### config.mk
export PLATFORM = sky130hd
export DESIGN_NAME = fp_postnormalization
export DESIGN_NICKNAME = d
export VERILOG_FILES = /design/src/rtl/fp_pkg.sv /design/src/rtl/fp_round_rne.sv /design/src/rtl/fp_postnormalization.sv
export SDC_FILE = /design/constraint.sdc
export NUM_CORES = 1
export LEC_CHECK = 0
export ABC_AREA = 1
export CAP_MARGIN = 25
export CELL_PAD_IN_SITES_DETAIL_PLACEMENT = 1
export CELL_PAD_IN_SITES_GLOBAL_PLACEMENT = 1
export CORE_UTILIZATION = 36
export DETAILED_ROUTE_END_ITERATION = 12
export HOLD_SLACK_MARGIN = 0.03
export PLACE_DENSITY_LB_ADDON = 0.25
export REMOVE_ABC_BUFFERS = 1
export SETUP_SLACK_MARGIN = 0.1
export SLEW_MARGIN = 5
export SYNTH_ARGS = -nofsm -noshare
export SYNTH_HDL_FRONTEND = slang
export SYNTH_HIERARCHICAL = 1
export SYNTH_SLANG_ARGS = --single-unit
### constraint.sdc
create_clock -name clk -period 2.65 [get_ports clk]
set_input_delay 0.53 -clock clk [delete_from_list [all_inputs] [get_ports clk]]
set_output_delay 0.53 -clock clk [all_outputs]
set_load 0.02 [all_outputs]
### src/rtl/fp_pkg.sv
// Shared constants, FSM state encoding and rounding helper for the FP
// adder/subtractor output stage.
package fp_pkg;

  // Operand geometry: significand includes the hidden bit.
  localparam int MANT_W  = 24;
  localparam int EXP_W   = 8;
  localparam int EXP_MAX = 255;
  localparam int BIAS    = 127;

  // Bit positions inside a packed IEEE-754 single.
  localparam int SIGN_BIT = 31;
  localparam int EXP_HI   = 30;
  localparam int EXP_LO   = 23;
  localparam int MANT_HI  = 22;

  // FSM encoding, kept as plain constants so checkers can bind to the
  // raw state bits.
  typedef logic [2:0] state_t;
  localparam state_t ST_IDLE  = 3'd0;
  localparam state_t ST_CHECK = 3'd1;
  localparam state_t ST_NORM  = 3'd2;
  localparam state_t ST_ROUND = 3'd3;
  localparam state_t ST_DONE  = 3'd4;

  // Round-to-nearest, ties-to-even: increment when the guard bit is set and
  // either something below it is set or the kept lsb is odd.
  function automatic logic rne_round_up(input logic g, input logic r,
                                        input logic s, input logic lsb);
    return g & (r | s | lsb);
  endfunction

endpackage

### src/rtl/fp_round_rne.sv
// Combinational RNE rounder: decides the increment from g/r/s and the lsb,
// and returns the incremented significand with its carry-out.
module fp_round_rne
  import fp_pkg::*;
(
  input  logic [MANT_W-1:0] mant,
  input  logic              g,
  input  logic              r,
  input  logic              s,
  output logic              round_up,
  output logic [MANT_W-1:0] mant_rnd,
  output logic              carry
);

  assign round_up = rne_round_up(g, r, s, mant[0]);

  // Carry-out means the significand rolled over to 2.0 and must be
  // renormalized by the caller.
  assign {carry, mant_rnd} = {1'b0, mant} + {{MANT_W{1'b0}}, round_up};

endmodule

### src/rtl/fp_postnormalization.sv
// Post-normalization stage of the FP adder/subtractor: normalizes the raw
// mantissa sum one bit per cycle, rounds to nearest-even and packs a single.
//
// Handshake: a transfer happens on a rising edge where valid and ready are
// both high; valid never depends on ready, in_ready is high only in IDLE,
// and out_valid with FP_out/flags holds steady until out_ready is seen.
module fp_postnormalization
  import fp_pkg::*;
(
  input  logic                clk,
  input  logic                rst_n,
  input  logic                in_valid,
  output logic                in_ready,
  input  logic                sign_in,
  input  logic [EXP_W-1:0]    exp_in,
  input  logic [MANT_W:0]     mant_in,
  input  logic [2:0]          grs_in,
  output logic                out_valid,
  input  logic                out_ready,
  output logic [31:0]         FP_out,
  output logic                overflow,
  output logic                underflow,
  output logic                inexact,
  output logic [2:0]          dbg_state
);

  // Two spare exponent bits so carry increments can never wrap.
  localparam logic [EXP_W+1:0] EXP_ONE = 10'd1;
  localparam logic [EXP_W+1:0] EXP_TWO = 10'd2;
  localparam logic [EXP_W+1:0] EXP_INF = 10'(EXP_MAX);
  localparam logic [4:0]       LAST_SHIFT = 5'd22;

  state_t              state;
  logic                sign_r;
  logic [EXP_W+1:0]    exp_r;
  logic [MANT_W:0]     mant_r;
  logic                g_r;
  logic                r_r;
  logic                s_r;
  logic [4:0]          cnt_r;

  logic [MANT_W-1:0]   mant_sh;
  logic                round_up;
  logic [MANT_W-1:0]   mant_rnd;
  logic                rnd_carry;
  logic [MANT_W-1:0]   mant_fin;
  logic [EXP_W+1:0]    exp_fin;
  logic [31:0]         fp_next;
  logic                ov_next;
  logic                uf_next;

  // in_ready is held low while reset is asserted.
  assign in_ready  = rst_n && (state == ST_IDLE);
  assign dbg_state = state;

  // One left-shift step: the guard bit refills the vacated lsb.
  assign mant_sh = {mant_r[MANT_W-2:0], g_r};

  fp_round_rne u_round (
    .mant     (mant_r[MANT_W-1:0]),
    .g        (g_r),
    .r        (r_r),
    .s        (s_r),
    .round_up (round_up),
    .mant_rnd (mant_rnd),
    .carry    (rnd_carry)
  );

  // Renormalize after rounding if the increment overflowed the significand.
  always_comb begin
    mant_fin = mant_rnd;
    exp_fin  = exp_r;
    if (rnd_carry) begin
      mant_fin = {1'b1, mant_rnd[MANT_W-1:1]};
      exp_fin  = exp_r + EXP_ONE;
    end
  end

  // Pack the rounded result: Inf on exponent overflow, exponent field 0 when
  // the hidden bit is still clear, normal encoding otherwise.
  always_comb begin
    fp_next           = '0;
    ov_next           = 1'b0;
    uf_next           = 1'b0;
    fp_next[SIGN_BIT] = sign_r;
    if (exp_fin >= EXP_INF) begin
      fp_next[EXP_HI:EXP_LO] = '1;
      ov_next                = 1'b1;
    end else if (!mant_fin[MANT_W-1]) begin
      fp_next[MANT_HI:0] = mant_fin[MANT_W-2:0];
      uf_next            = 1'b1;
    end else begin
      fp_next[EXP_HI:EXP_LO] = exp_fin[EXP_W-1:0];
      fp_next[MANT_HI:0]     = mant_fin[MANT_W-2:0];
    end
  end

  // Control FSM plus the datapath registers it steps.
  always_ff @(posedge clk or negedge rst_n) begin
    if (!rst_n) begin
      state     <= ST_IDLE;
      sign_r    <= 1'b0;
      exp_r     <= '0;
      mant_r    <= '0;
      g_r       <= 1'b0;
      r_r       <= 1'b0;
      s_r       <= 1'b0;
      cnt_r     <= '0;
      out_valid <= 1'b0;
      FP_out    <= '0;
      overflow  <= 1'b0;
      underflow <= 1'b0;
      inexact   <= 1'b0;
    end else begin
      case (state)
        ST_IDLE: begin
          if (in_valid) begin
            sign_r    <= sign_in;
            // Both-subnormal sums are aligned as if the exponent were 1.
            exp_r     <= (exp_in == '0) ? EXP_ONE : {2'b00, exp_in};
            mant_r    <= mant_in;
            g_r       <= grs_in[2];
            r_r       <= grs_in[1];
            s_r       <= grs_in[0];
            cnt_r     <= '0;
            overflow  <= 1'b0;
            underflow <= 1'b0;
            inexact   <= 1'b0;
            state     <= ST_CHECK;
          end
        end

        ST_CHECK: begin
          if (mant_r == '0 && !g_r && !r_r && !s_r) begin
            // Exact cancellation: signed zero, no rounding needed.
            FP_out    <= {sign_r, 31'b0};
            underflow <= 1'b0;
            out_valid <= 1'b1;
            state     <= ST_DONE;
          end else if (mant_r[MANT_W]) begin
            // Carry out of the adder: one right shift folds into g/r/s.
            mant_r <= {1'b0, mant_r[MANT_W:1]};
            g_r    <= mant_r[0];
            r_r    <= g_r;
            s_r    <= r_r | s_r;
            exp_r  <= exp_r + EXP_ONE;
            state  <= ST_ROUND;
          end else if (mant_r[MANT_W-1]) begin
            state <= ST_ROUND;
          end else begin
            state <= ST_NORM;
          end
        end

        ST_NORM: begin
          if (exp_r == EXP_ONE) begin
            // Already at the minimum exponent: stays subnormal.
            state <= ST_ROUND;
          end else begin
            mant_r <= {1'b0, mant_sh};
            g_r    <= r_r;
            r_r    <= 1'b0;
            exp_r  <= exp_r - EXP_ONE;
            cnt_r  <= cnt_r + 5'd1;
            // Stop once the hidden bit is set, the exponent bottoms out, or
            // the 23-shift limit is hit.
            if (mant_sh[MANT_W-1] || exp_r == EXP_TWO || cnt_r == LAST_SHIFT) begin
              state <= ST_ROUND;
            end
          end
        end

        ST_ROUND: begin
          FP_out    <= fp_next;
          overflow  <= ov_next;
          underflow <= uf_next;
          inexact   <= g_r | r_r | s_r;
          out_valid <= 1'b1;
          state     <= ST_DONE;
        end

        ST_DONE: begin
          if (out_ready) begin
            out_valid <= 1'b0;
            state     <= ST_IDLE;
          end
        end

        default: begin
          out_valid <= 1'b0;
          state     <= ST_IDLE;
        end
      endcase
    end
  end

endmodule

# [Word level (Yosys, flattened, before mapping)]
# Cells that the tools add are included.
[totals] wordCells=122 in_bits=41 output_inout_bits=40 regBits=83
[op_classes] n_eq_ne=14 n_lt_le_gt_ge=1 n_addsub=4 n_reduce_logical=29 muxes=54 bitwise=6
[op_table] operator="25-bit two-way mux" n=3
[op_table] operator="25-bit case mux with 3 select lines" n=1
[op_table] operator="32-bit case mux with 2 select lines" n=1
[op_table] operator="10-bit two-way mux" n=5
[op_table] operator="24-bit two-way mux" n=2
[op_table] operator="32-bit two-way mux" n=1
[op_table] operator="10-bit case mux with 3 select lines" n=1
[op_table] operator="24-bit by 1-bit adder with 25-bit output" n=1
[op_table] operator="25-bit logical NOT" n=1
[op_table] operator="8-bit two-way mux" n=3
[op_table] operator="23-bit two-way mux" n=1
[op_table] operator="1-bit two-way mux" n=20
[op_table] operator="3-bit two-way mux" n=5
[op_table] operator="3-bit case mux with 5 select lines" n=1
[op_table] operator="2-bit inequality test, second input constant" n=6
[op_table] operator="3-bit AND reduction" n=4
[op_table] operator="10-bit by 1-bit adder with 10-bit output, second input constant" n=1
[op_table] operator="10-bit by 1-bit == test with 1-bit output, second input constant" n=1
[op_table] operator="10-bit by 2-bit == test with 1-bit output, second input constant" n=1
[op_table] operator="10-bit by 8-bit >= comparator with 1-bit output, second input constant" n=1
[op_table] operator="5-bit two-way mux" n=2
[op_table] operator="5-bit case mux with 2 select lines" n=1
[op_table] operator="10-bit by 1-bit subtractor with 10-bit output, second input constant" n=1
[op_table] operator="1-bit case mux with 3 select lines" n=3
[op_table] operator="22 further kinds" n=41

# [Logic depth before layout (Yosys ltp)]
[logic_depth] depth_word=8 ltp_mapped=21 ltp_nobuf=20

# [By module]
# Netlist, hierarchy kept.
[by_module_without_submodules] mod="fp_postnormalization" instances=1 area_per_inst_um2=5243.8 cells_per_inst=771 seq_area_each_um2=2077.0
[by_module_without_submodules] mod="fp_round_rne" instances=1 area_per_inst_um2=690.7 cells_per_inst=129 seq_area_each_um2=0.0

# [Worst setup path before layout]
# OpenSTA, ideal clock, no wires.
[synth_timing] kind="reg-to-reg" start="register mant_r[0]" end="register FP_out[11]" t_arrival_ns=2.333 slack_ns=0.199 n_path_buf=3 setup_ns=0.118 path_stages_with_launch=20 required_ns=2.532 synth_period_minus_slack_ns=2.451 path_cell_list="dfrtp_1 -> nand2_2 -> inv_1 -> ha_1 -> nand2_1 -> nor2_4 -> nand2_2 -> nor2_4 -> nand2_1 -> nor2_1 -> buf_2 -> inv_2 -> buf_2 -> nand2_1 -> nand2_1 -> nor2_1 -> nand3_2 -> buf_2 -> nand3b_1 -> nand2_1"
[synth_via] elab_chain_cells=7 word_cells_on_any_way=14 cone_classes="1 x add/sub; 1 x order compare; 1 x eq/ne; 4 x mux; 2 x bitwise; 5 x reduce/logical"
[synth_rtl] item="from (decl)" line="fp_postnormalization.sv:36" source="logic [MANT_W:0] mant_r;"
[synth_rtl] item="from (signal assigned)" line="fp_postnormalization.sv:121" source="mant_r <= mant_in;"
[synth_rtl] item="from (signal assigned)" line="fp_postnormalization.sv:142" source="mant_r <= {1'b0, mant_r[MANT_W:1]};"
[synth_rtl] item="from (signal assigned)" line="fp_postnormalization.sv:160" source="mant_r <= {1'b0, mant_sh};"
[synth_rtl] item="1-bit OR" line="fp_pkg.sv:30" source="return g & (r | s | lsb);"
[synth_rtl] item="1-bit bitwise AND" line="fp_pkg.sv:30"
[synth_rtl] item="24-bit by 1-bit adder with 25-bit output *" line="fp_round_rne.sv:19" source="assign {carry, mant_rnd} = {1'b0, mant} + {{MANT_W{1'b0}}, round_up};"
[synth_rtl] item="via rnd_carry" line="fp_postnormalization.sv:45" source="logic rnd_carry;"
[synth_rtl] item="10-bit two-way mux" line="fp_postnormalization.sv:73" source="if (rnd_carry) begin"
[synth_rtl] item="10-bit by 8-bit >= comparator with 1-bit output" line="fp_postnormalization.sv:86" source="if (exp_fin >= EXP_INF) begin"
[synth_rtl] item="23-bit two-way mux *" line="fp_postnormalization.sv:86"
[synth_rtl] item="32-bit case mux with 2 select lines *" line="fp_postnormalization.sv:115" source="case (state)"
[synth_rtl] item="to (signal assigned)" line="fp_postnormalization.sv:136" source="FP_out <= {sign_r, 31'b0};"
[synth_rtl] item="to (signal assigned)" line="fp_postnormalization.sv:174" source="FP_out <= fp_next;"
[synth_rtl] item="to (decl)" line="fp_postnormalization.sv:20" source="output logic [31:0] FP_out,"
# The timed path passes the listed nets; every way through them passes the cells marked *.
# A chain may end at the register's enable or synchronous reset.

# [Worst setup path in the final report]
[layout_timing] start="register g_r" end="register FP_out[7]"
[layout_via] elab_chain_cells=6 word_cells_on_any_way=13 cone_classes="1 x add/sub; 1 x order compare; 1 x eq/ne; 4 x mux; 1 x bitwise; 5 x reduce/logical"
[layout_rtl] item="from (decl)" line="fp_postnormalization.sv:37" source="logic g_r;"
[layout_rtl] item="from (signal assigned)" line="fp_postnormalization.sv:122" source="g_r <= grs_in[2];"
[layout_rtl] item="from (signal assigned)" line="fp_postnormalization.sv:143" source="g_r <= mant_r[0];"
[layout_rtl] item="from (signal assigned)" line="fp_postnormalization.sv:161" source="g_r <= r_r;"
[layout_rtl] item="1-bit bitwise AND *" line="fp_pkg.sv:30"
[layout_rtl] item="24-bit by 1-bit adder with 25-bit output *" line="fp_round_rne.sv:19"
[layout_rtl] item="via rnd_carry" line="fp_postnormalization.sv:45"
[layout_rtl] item="10-bit two-way mux" line="fp_postnormalization.sv:73"
[layout_rtl] item="10-bit by 8-bit >= comparator with 1-bit output" line="fp_postnormalization.sv:86"
[layout_rtl] item="23-bit two-way mux *" line="fp_postnormalization.sv:86"
[layout_rtl] item="32-bit case mux with 2 select lines *" line="fp_postnormalization.sv:115"
# Marked as above.

==> summary.md <==
| Metric | Value |
|---|---|
| Number of flops mapped to enable cells by yosys | `0` |
| Sequential cell area fraction in the yosys report | `35.0%` |
| RSZ-0062 raised after global routing | `true` |
| Reg2reg setup slack | `0.17 ns` |
| Vias | `6140` |
| Crit. Startpoint | `g_r$_DFFE_PN0P_` |
| DRC violations left | `0` |
| GRT Overall Usage | `24.3%` |
| Share of total power in sequential cells | `25.6%` |
| Placer congestion estimate | `0.865` |
| Total leakage power | `3.94 nW` |
| Comb pwr share | `59.7%` |
| # hold bufs at CTS | `0` |
| First-pass GRT wire length | `31700 um` |
| Die Span Y | `130 um` |
| Number of global-route vias before repair | `6027` |
| Fraction of power spent switching nets | `48.8%` |
| Critical path class | `reg2reg` |
| Initial antenna violation count | `0` |
| Proportion of netlist area held by the largest area contributor | `35.0%` |
| Clock H-tree levels | `3` |
| Vias per cell | `roughly 5` |
| Period utilisation layout | `between 90% and 100%` |
| Maximum number of pins on one net before global-route repair | `55` |
| FILL cells | `~2100` |
| Clock latency on the worst-skew pair | `0.35 ns` |
| Critical path peak fanout | `6` |
| Average cell area after synthesis | `6.59 um2` |
| WL final | `19400 um` |
| Met2 routing resource usage after global routing | `38.9%` |
| Max-cap violations | `0` |
| Worst Hold Class | `in2async` |
| Clock power frac | `~15%` |
| Layout overhead on the synthesized area | `29.4%` |
| Worst Clk Skew | `0.00792 ns` |
| Final setup violation count | `0` |
| Routing usage on met3 | `3.26%` |
| Aggregate global routing overflow | `0` |
| Relative slew margins | `51.5%` |
| Number of synthesized register bits | `83` |
| Critical Path RT | `2.89 ns` |
| Dominant synthesized flop cell | `sky130_fd_sc_hd__dfrtp_1` |
| Startpoint Class | `register` |
| Final critical delay including setup and external delays | `2.48 ns` |
| Cell types occupying the most area after synthesis | `sky130_fd_sc_hd__dfrtp_1 (35%), sky130_fd_sc_hd__nand2_1 (27%), sky130_fd_sc_hd__nand3_1 (4.5%), sky130_fd_sc_hd__inv_1 (4.4%), sky130_fd_sc_hd__nand3b_1 (3.8%)` |
| Final-stage net count | `between 1000 and 1500` |
| Simple-gate portion of the synthesized area | `44.9%` |
| Floorplan core area | `about 16000 um2` |
| Worst Reg-to-Reg Cells | `19` |
| Boundary pin count | `81` |
| Placed instance area | `7150 um2` |
| Fin. Hold Viols | `0` |
| Worst r2r dst | `FP_out[7]$_DFFE_PN0P_` |
| Post-detailed-route count of antenna-violating nets | `0` |
| Adder-cell share of the synthesized area | `1.48%` |
| Dominant combinational cell family by area after synthesis | `simple AND/OR/NAND/NOR gates` |
| TritonCTS Sinks | `83` |
| Layer with the highest usage | `met2` |
| Starting utilization of the core area | `37.1%` |
| Final cell area excluding filler cells | `between 7000 and 8000 um2` |
| Count of inserted antenna diode cells | `0` |
| DRT iter0 DRCs | `324` |
| Mux cell area share after synthesis | `0%` |
| Ys async rst share | `100%` |
| Total CTS buffers | `9` |
| Met1 capacity usage during global routing | `34.7%` |
| Most common library cell in the layout ignoring fill and taps | `sky130_fd_sc_hd__nand2_1` |
| Half-perimeter wire length after placement | `~14000 um` |
| Maximum clock path buffer count | `2` |
| Number of detailed-route iterations in the first pass | `4` |
| Hold_ws | `approximately 0.23 ns` |
| Compound-cell area share of the yosys netlist | `under 10%` |
| Clock-pin slew on the worst setup and hold paths | `0.06 ns` |
| Area of the die | `17000 um2` |
| FMAX | `403 MHz` |
| Gate count of the mapped netlist | `900` |
| Arrival time worst endpoint | `2.72 ns` |
| Post-Synthesis Cell Area | `5930 um2` |
| Result of the run | `completed` |
| Die Wd | `130 um` |
| Internal portion of total power | `4.67 mW` |
| Dominant cell type by area after synthesis | `sky130_fd_sc_hd__dfrtp_1` |
| Buffers added on ports | `80` |
| Post-synthesis xor/xnor area fraction | `2.64%` |
| Worst Tran Pin Value | `0.728 ns` |
| Endpoint class of the critical path | `register` |
| Critical R2R Launch | `g_r$_DFFE_PN0P_` |
| Yosys warns | `6` |
| Root Buffer Master | `sky130_fd_sc_hd__clkbuf_16` |
| Highest-count cells in the layout ignoring fill and taps | `sky130_fd_sc_hd__nand2_1 (428), sky130_fd_sc_hd__dfrtp_1 (83), sky130_fd_sc_hd__clkdlybuf4s50_1 (79)` |
| Row count | `46` |
| Post-Route Setup TNS | `0 ns` |
| Net load switching power | `around 4.4 mW` |
| Clock tree from TritonCTS | `done` |
| Worst IR drop on VDD | `about 0.00062 V` |
| Synth cell types | `41` |
| Power Density | `1190 nW/um2` |
| Avg WL per Cell | `roughly 16 um` |
| Pins over their slew limit | `0` |
| Layout cell share with drive strength beyond 1 | `approximately an eighth` |
| Last element of the critical path | `FP_out[7]$_DFFE_PN0P_` |
-- routing by layer --
layer / vias up / routed length, um
met2: 115 / 8920
li1: 3063 / -
met3: 13 / 886
met4: 0 / 199
met1: 2949 / 9440
met5: - / 0
-- cell usage after synthesis (all sizes together) (2+ instances only) --
cell type and n:
nand4 6, nand3 55, nor2 68, o211ai 5, clkbuf 13, a21oi 9
inv 84, nand2 441, buf 22, nor3 4, o221ai 24, xnor2 5
dfrtp 83, ha 7, nand3b 30, or2 2, a31oi 2, xor2 12
o21ai 21
-- flip-flops by register name (all words and copies together), names as in the netlist, 3 cells and up --
signal and cells:
FP_out 32, cnt_r 5, dbg_state 3, exp_r 10, mant_r 25
-- per-stage QoR --
stage	cells	utilization, %	setup WS, ns	total power, mW
detailed placement	1198	44.7	-0.0324	7.65
global placement	1198	44.7	0.138	7.53
global route	1230	48.0	0.0543	9.87
finish	1230	48.0	0.169	9.11
CTS	1226	47.8	0.106	9.08
floorplan	865	-	-1.23	5.40
-- area by class of cell --
type | instances | area (um2) | share of cell area, %
clock buffer | 12 | 267 | 3.47
clock inverter | 4 | 47.5 | 0.619
inverter | 84 | 320 | 4.17
multi-input combinational | 698 | 3420 | 44.5
sequential | 83 | 2080 | 27.0
tap | 216 | 270 | 3.52
timing repair buffer | 133 | 1280 | 16.6
-- power by group through the flow --
stage / combinational, mW / sequential, mW / clock [mW]
finish: 5.44 / 2.33 / 1.34
global route: 6.04 / 2.41 / 1.42
CTS: 5.37 / 2.33 / 1.38
detailed placement: 5.31 / 2.34 / 0
global placement: 5.21 / 2.32 / 0
floorplan: 2.76 / 2.63 / 0
-- worst min path at each step --
stage                                       from                endpoint  slack [ns]
after floorplan                            rst_n   FP_out[0]$_DFFE_PN0P_        0.23
after global placement    FP_out[15]$_DFFE_PN0P_  FP_out[15]$_DFFE_PN0P_        0.46
after detailed placement  FP_out[15]$_DFFE_PN0P_  FP_out[15]$_DFFE_PN0P_        0.47
after CTS                                  rst_n  mant_r[16]$_DFFE_PN0P_        0.25
after global routing                       rst_n  mant_r[15]$_DFFE_PN0P_        0.26
final                                      rst_n  mant_r[15]$_DFFE_PN0P_        0.23
-- critical path: stages (launching register included) --
cell and delay (ns):
sky130_fd_sc_hd__dfrtp_1 0.37, sky130_fd_sc_hd__nand2_2 0.09, sky130_fd_sc_hd__inv_2 0.09, sky130_fd_sc_hd__ha_4 0.14
sky130_fd_sc_hd__nand2_4 0.05, sky130_fd_sc_hd__nor2_4 0.13, sky130_fd_sc_hd__nand2_4 0.07, sky130_fd_sc_hd__nor2_4 0.10
sky130_fd_sc_hd__nand2_2 0.08, sky130_fd_sc_hd__nor2_4 0.16, sky130_fd_sc_hd__buf_6 0.14, sky130_fd_sc_hd__nand3_4 0.08
sky130_fd_sc_hd__a21oi_2 0.14, sky130_fd_sc_hd__nand2_1 0.07, sky130_fd_sc_hd__nor2_1 0.11, sky130_fd_sc_hd__nand3_2 0.13
sky130_fd_sc_hd__buf_6 0.15, sky130_fd_sc_hd__buf_12 0.12, sky130_fd_sc_hd__nand3b_1 0.08, sky130_fd_sc_hd__nand2_1 0.06
-- timing repair --
| item | CTS | global route |
|---|---|---|
| endpoints found under the setup margin | 33 | 33 |
| pin swaps | 7 | 16 |
| buffers inserted | 10 | 6 |
| gates resized for setup | 18 | 8 |
| cloned | 2 | 0 |
-- logic make-up after synthesis --
| group | after synthesis |
|---|---|
| xor gates and xnor gates | 17 |
| buffers and inverters | 119 |
| and+or+nand+nor | 609 |
| AOI/OAI and AO/OA | 65 |
| adders and majority gates | 7 |
| DFF | 83 |
Note: power is estimated with default switching activity, not from simulation.
